--- src/rtl/calc_pkg.sv ---
// Shared calculator constants (core status, keypad commands) and the scheduler state type.
// Pure declarations: no logic, no latency, no flow control.
package calc_pkg;

    localparam logic [1:0] ST_ERR   = 2'b00;
    localparam logic [1:0] ST_BUSY  = 2'b01;
    localparam logic [1:0] ST_READY = 2'b10;
    localparam logic [1:0] ST_PRINT = 2'b11;

    localparam logic [3:0] CMD_ADD  = 4'd10;
    localparam logic [3:0] CMD_SUB  = 4'd11;
    localparam logic [3:0] CMD_MUL  = 4'd12;
    localparam logic [3:0] CMD_NOP  = 4'd13;
    localparam logic [3:0] CMD_EQ   = 4'd14;
    localparam logic [3:0] CMD_BKSP = 4'd15;

    typedef enum logic [2:0] {
        S_IDLE      = 3'd0,
        S_ISSUE     = 3'd1,
        S_WAIT_ACK  = 3'd2,
        S_WAIT_DONE = 3'd3,
        S_ERR       = 3'd4
    } sched_state_t;

endpackage

--- src/rtl/cmd_fifo.sv ---
// Synchronous FIFO with flush: push visible in level one cycle later, head is the oldest entry.
// Push is dropped when full and pop when empty; flush overrides both and empties the FIFO.
module cmd_fifo #(
    parameter int DEPTH = 4,
    parameter int WIDTH = 4,
    parameter int LW    = $clog2(DEPTH + 1)
) (
    input  logic             clock,
    input  logic             reset,
    input  logic             push,
    input  logic             pop,
    input  logic             flush,
    input  logic [WIDTH-1:0] din,
    output logic [WIDTH-1:0] head,
    output logic             full,
    output logic             empty,
    output logic [LW-1:0]    level
);

    localparam int AW = $clog2(DEPTH);
    localparam logic [LW-1:0] FULL_LVL = LW'(DEPTH);

    logic [WIDTH-1:0] mem [DEPTH];
    logic [AW-1:0]    wr_ptr;
    logic [AW-1:0]    rd_ptr;
    logic             push_ok;
    logic             pop_ok;

    assign full    = (level == FULL_LVL);
    assign empty   = (level == '0);
    assign push_ok = push && !full;
    assign pop_ok  = pop && !empty;
    assign head    = mem[rd_ptr];

    // Pointers wrap naturally because DEPTH is a power of two.
    always_ff @(posedge clock) begin
        if (!reset || flush) begin
            wr_ptr <= '0;
            rd_ptr <= '0;
            level  <= '0;
        end else begin
            if (push_ok) wr_ptr <= wr_ptr + AW'(1);
            if (pop_ok)  rd_ptr <= rd_ptr + AW'(1);
            case ({push_ok, pop_ok})
                2'b10:   level <= level + LW'(1);
                2'b01:   level <= level - LW'(1);
                default: level <= level;
            endcase
        end
    end

    always_ff @(posedge clock) begin
        if (push_ok) mem[wr_ptr] <= din;
    end

endmodule

--- src/rtl/calc_cmd_sched.sv ---
// Queues keypad codes and issues one registered cmd per core READY; key to cmd is two edges.
// key_ready drops when the FIFO is full or after a core error; errors flush until reset.
module calc_cmd_sched
    import calc_pkg::*;
#(
    parameter int DEPTH       = 4,
    parameter int ACK_TIMEOUT = 4
) (
    input  logic                         clock,
    input  logic                         reset,
    input  logic                         key_valid,
    input  logic [3:0]                   key_code,
    output logic                         key_ready,
    input  logic [1:0]                   calc_status,
    output logic [3:0]                   cmd,
    output logic                         error,
    output logic [$clog2(DEPTH+1)-1:0]   level,
    output logic [7:0]                   issued
);

    localparam int TW = (ACK_TIMEOUT > 1) ? $clog2(ACK_TIMEOUT) : 1;
    localparam logic [TW-1:0] TMR_LAST = TW'(ACK_TIMEOUT - 1);

    sched_state_t  state, state_nxt;
    logic [TW-1:0] timer;
    logic          timer_clr;
    logic          timer_inc;
    logic          go_err;
    logic          push;
    logic          pop;
    logic          flush;
    logic          full;
    logic          empty;
    logic [3:0]    head;

    assign key_ready = !full && (state != S_ERR);
    assign push      = key_valid && key_ready;
    assign go_err    = (state != S_ERR) && (calc_status == ST_ERR);
    assign flush     = go_err || (state == S_ERR);

    cmd_fifo #(
        .DEPTH (DEPTH),
        .WIDTH (4)
    ) u_fifo (
        .clock (clock),
        .reset (reset),
        .push  (push),
        .pop   (pop),
        .flush (flush),
        .din   (key_code),
        .head  (head),
        .full  (full),
        .empty (empty),
        .level (level)
    );

    always_comb begin
        state_nxt = state;
        pop       = 1'b0;
        timer_clr = 1'b0;
        timer_inc = 1'b0;
        case (state)
            S_IDLE: begin
                if (!empty && calc_status == ST_READY) begin
                    pop       = 1'b1;
                    state_nxt = S_ISSUE;
                end
            end
            S_ISSUE: begin
                timer_clr = 1'b1;
                state_nxt = S_WAIT_ACK;
            end
            S_WAIT_ACK: begin
                if (calc_status != ST_READY)
                    state_nxt = S_WAIT_DONE;
                else if (timer == TMR_LAST)
                    state_nxt = S_IDLE;
                else
                    timer_inc = 1'b1;
            end
            S_WAIT_DONE: begin
                if (calc_status == ST_READY) state_nxt = S_IDLE;
            end
            S_ERR:   state_nxt = S_ERR;
            default: state_nxt = S_IDLE;
        endcase
        // A core error wins over everything, including a pop on the same edge.
        if (go_err) begin
            state_nxt = S_ERR;
            pop       = 1'b0;
            timer_clr = 1'b0;
            timer_inc = 1'b0;
        end
    end

    always_ff @(posedge clock) begin
        if (!reset) begin
            state  <= S_IDLE;
            timer  <= '0;
            cmd    <= CMD_NOP;
            error  <= 1'b0;
            issued <= 8'd0;
        end else begin
            state <= state_nxt;
            cmd   <= pop ? head : CMD_NOP;
            if (go_err) error <= 1'b1;
            if (pop) issued <= issued + 8'd1;
            if (timer_clr)
                timer <= '0;
            else if (timer_inc)
                timer <= timer + TW'(1);
        end
    end

endmodule

--- config.mk ---
export PLATFORM = sky130hd
export DESIGN_NAME = calc_cmd_sched
export DESIGN_NICKNAME = d
export VERILOG_FILES = /design/src/rtl/calc_pkg.sv /design/src/rtl/cmd_fifo.sv /design/src/rtl/calc_cmd_sched.sv
export SDC_FILE = /design/constraint.sdc
export NUM_CORES = 1
export LEC_CHECK = 0
export CAP_MARGIN = 25
export CORE_UTILIZATION = 29
export CTS_BUF_LIST = sky130_fd_sc_hd__clkbuf_2 sky130_fd_sc_hd__clkbuf_4 sky130_fd_sc_hd__clkbuf_8
export CTS_CLUSTER_DIAMETER = 120
export DETAILED_ROUTE_END_ITERATION = 8
export GPL_TIMING_DRIVEN = 0
export PLACE_DENSITY = 0.58
export SYNTH_ARGS = -nofsm -noshare
export SYNTH_HDL_FRONTEND = slang
export SYNTH_SLANG_ARGS = --single-unit
--- constraint.sdc ---
create_clock -name clock -period 2.9 [get_ports clock]
set_input_delay 0.58 -clock clock [delete_from_list [all_inputs] [get_ports clock]]
set_output_delay 0.58 -clock clock [all_outputs]
set_load 0.02 [all_outputs]
==> results of run 1 <==
-- tightest hold or removal path, cell delays in order (launching register included) --
cell and delay, ns:
dfxtp_1 0.33, nand2_1 0.06, mux2i_1 0.06
-- synth_stat cells (2+ instances only) --
cell	number	area, µm²
inv_1	6	22.5
and3_1	5	31.3
nand2b_1	2	12.5
mux2i_1	4	40.0
or3_1	4	25.0
mux4_2	4	90.1
or2_1	3	18.8
nand4_1	4	25.0
dfxtp_1	25	500
xnor2_1	6	52.6
a21oi_1	5	25.0
nor2_1	21	78.8
xor2_1	5	43.8
edfxtp_1	16	480
nand3_1	3	15.0
nand2_1	5	18.8
o21ai_0	2	10.0
ha_1	7	87.6
-- layer usage --
metal / track usage / share of wire
met5: 0 / 0
met4: 0.0750 / 0.029
met3: 0.0284 / 0.035
met2: 0.173 / 0.43
met1: 0.141 / 0.50
-- cell type report --
cell class	count	area [µm²]	share of cell area
repair buffers	27	265	0.117
well taps	75	93.8	0.0415
plain buffers	2	15.0	0.00663
clock inverters	2	37.5	0.0166
clock buffers	6	82.6	0.0365
inverters	7	26.3	0.0116
flip-flops and latches	41	981	0.433
multi-input cells	98	762	0.337
-- logic make-up after synthesis --
family | share of synthesized area
and+or+nand+nor | 0.196
DFF | 0.550
AOI/OAI and AO/OA | 0.0435
xor gates and xnor gates | 0.0540
buffers and inverters | 0.0231
muxes | 0.0729
adders and majority gates | 0.0603
-- final timing paths --
kind,from,to,slack [ns],cells past startpoint
worst max register to register,state[2],u_fifo.level[2],0.37,8
worst max-delay path,calc_status[0],u_fifo.level[2],0.25,9
worst min register to register,issued[7],issued[7],0.49,2
worst min-delay path,issued[7],issued[7],0.49,2
-- flip-flops by register name, summed over array words and instances, names as in the netlist --
signal	flops
u_fifo.mem	16
timer	2
state	3
u_fifo.level	3
cmd	4
u_fifo.wr_ptr	2
error	1
u_fifo.rd_ptr	2
issued	8
-- cells in the final DEF (no fill, tap or decap), types with 3 or more instances in the layout --
cell type,count
a21oi_1,5
and3_1,5
clkbuf_8,6
clkdlybuf4s50_1,25
dfxtp_1,25
edfxtp_1,16
ha_1,7
inv_1,6
mux2i_1,4
mux4_2,4
nand2_1,5
nand3_1,3
nand4_1,4
nor2_1,21
or2_1,3
or3_1,4
xnor2_1,6
xor2_1,5
-- per-stage QoR --
step / power (W) / TNS (ns)
finish: 0.00121 / 0
global route: 0.00125 / 0
CTS: 0.00122 / 0
detailed placement: 0.000741 / -0.309
global placement: 0.000740 / -0.253
floorplan: 0.000700 / 0
-- power breakdown --
group,internal (W),switching [W],total [W]
clock,0.000280,0.000200,0.000480
sequential,0.000613,0.0000116,0.000625
combinational,0.0000475,0.0000561,0.000104
-- repair_timing --
action,in CTS,in global routing
hold endpoints to repair,0,0
buffers inserted,0,2
setup endpoints to repair,0,1
==> impl_metrics.csv, run 1 <==
group,metric,value,unit
layout,design_area,0.00226,mm²
floorplanning,die_y,80.4,µm
placement,dp_cells,248,
power_and_ir_drop,p_leak,0.799,nW
yosys,yosysSeqAreaShare,0.550,
detailed_routing,viasPerCell,4.52,
yosys,async_flop_share,0,
layout,fin_util,0.382,
placement,place_ws,-0.270,ns
sta,tightestPinTransition,0.578,ns
sta,slew_violations,0,
worst_setup_path,startpoint_type,"primary input",
layout,syn2layout_area_growth,26.9,%
clock_network,cts_tree,"done",
power_and_ir_drop,power.density,534,mW/mm²
yosys,postSynthNetCount,165,
sta,finalSetupViolCount,0,
worst_setup_path,cp-end-kind,"flip-flop",
global_route,antenna_found_initial,0,
yosys,ys_ff_latch,41,
worst_setup_path,critical_path_buf_inv_count,2,
clock_network,cts_hold_buf,0,
sta,final-hold-violation-count,0,
placement,place.gp.congestion,0.817,
hold_path,hp-class,"reg2reg",
layout,final_cells,258,
detailed_routing,dr.first_iter.drc_count,68,
detailed_routing,first_pass_iters,4,
floorplanning,die-area,0.00647,mm²
detailed_routing,routedWlPerCell,12.3,µm
sta,fmax,378,MHz
clock_network,cts-buffers-inserted,5,
layout,fin_nets,199,
placement,io_buffers,25,
clock_network,clock_sinks,41,
yosys,synth_area,0.00178,mm²
clock_network,cts-resized-gates,0,
yosys,synth_edf_count,16,
status,status,"complete, no violations",
floorplanning,start_util,0.301,
worst_setup_path,cp.required,3.12,ns
global_route,first_global_vias,1156,
placement,dp_hpwl,2.31,mm
power_and_ir_drop,vdd_drop_max,0.207,mV
global_route,gr-usage-all-layers,0.113,
clock_network,cts_root_buf,"clkbuf_8",
global_route,overflow,0,
clock_network,clockBufferDepth,2,
yosys,syn_inst,148,
sta,period_share,0.912,
sta,relSlewSlack,0.609,
sta,post-route-min-period,2.65,ns
yosys,yosysWarnings,0,
detailed_routing,finalWirelength,3.16,mm
floorplanning,coreArea,0.00592,mm²
detailed_routing,ant_nets,0,
yosys,synth-main-ff-cell,"dfxtp_1",
placement,dpl_cell_area,0.00213,mm²
yosys,syn_avg_cell_area,12.1,µm²
clock_network,clkTransAtPathRegs,0.08,ns
job,max_cap_violations,0,
floorplanning,num_rows,28,
floorplanning,ios,26,
sta,whs,0.485,ns
worst_setup_path,crit_fanout,6,
layout,drive_above_1_share,0.131,
worst_setup_path,critPathTopFamily,"simple AND/OR/NAND/NOR gates",
sta,postLayoutSetupSlackWorst,0.254,ns
clock_network,htreeDepth,2,
floorplanning,die_w,80.4,µm
global_route,grt_max_degree,14,
worst_setup_path,crit_type,"in2reg",
worst_setup_path,cp_slowest_stage_delay,0.45,ns
worst_setup_path,crit_chain,"clkdlybuf4s50_1 -> nand2b_1 -> nor3_4 -> ha_1 -> inv_1 -> fa_1 -> xor2_1 -> or3_1 -> a21oi_1",
clock_network,clk_latency,0.30,ns
yosys,yosysUniqueCellTypes,39,
layout,fill_cells,571,
sta,rsz0062_at_grt,"false",
worst_setup_path,crit_path_top_delay_cell,"clkdlybuf4s50_1",
detailed_routing,vias,1166,
detailed_routing,drc_errors,0,
sta,skew,0.00754,ns
global_route,grt_first_pass_wirelength,5.35,mm
layout,diodes,0,
worst_setup_path,cp.arrival,2.87,ns
Note: power is estimated with default switching activity, not from simulation.
==> run 2, diff against run 1 <==
CAP_MARGIN = unset   (was 25)
HOLD_SLACK_MARGIN = 0.02   (was unset)
TNS_END_PERCENT = 20   (was unset)
==> results of run 2 <==
Final layout, timing and power as in run 1 (identical DEF).
==> run 3, diff against run 2 <==
CORE_MARGIN = 1   (was unset)
==> results of run 3 <==
Final layout, timing and power as in run 1 (identical DEF).
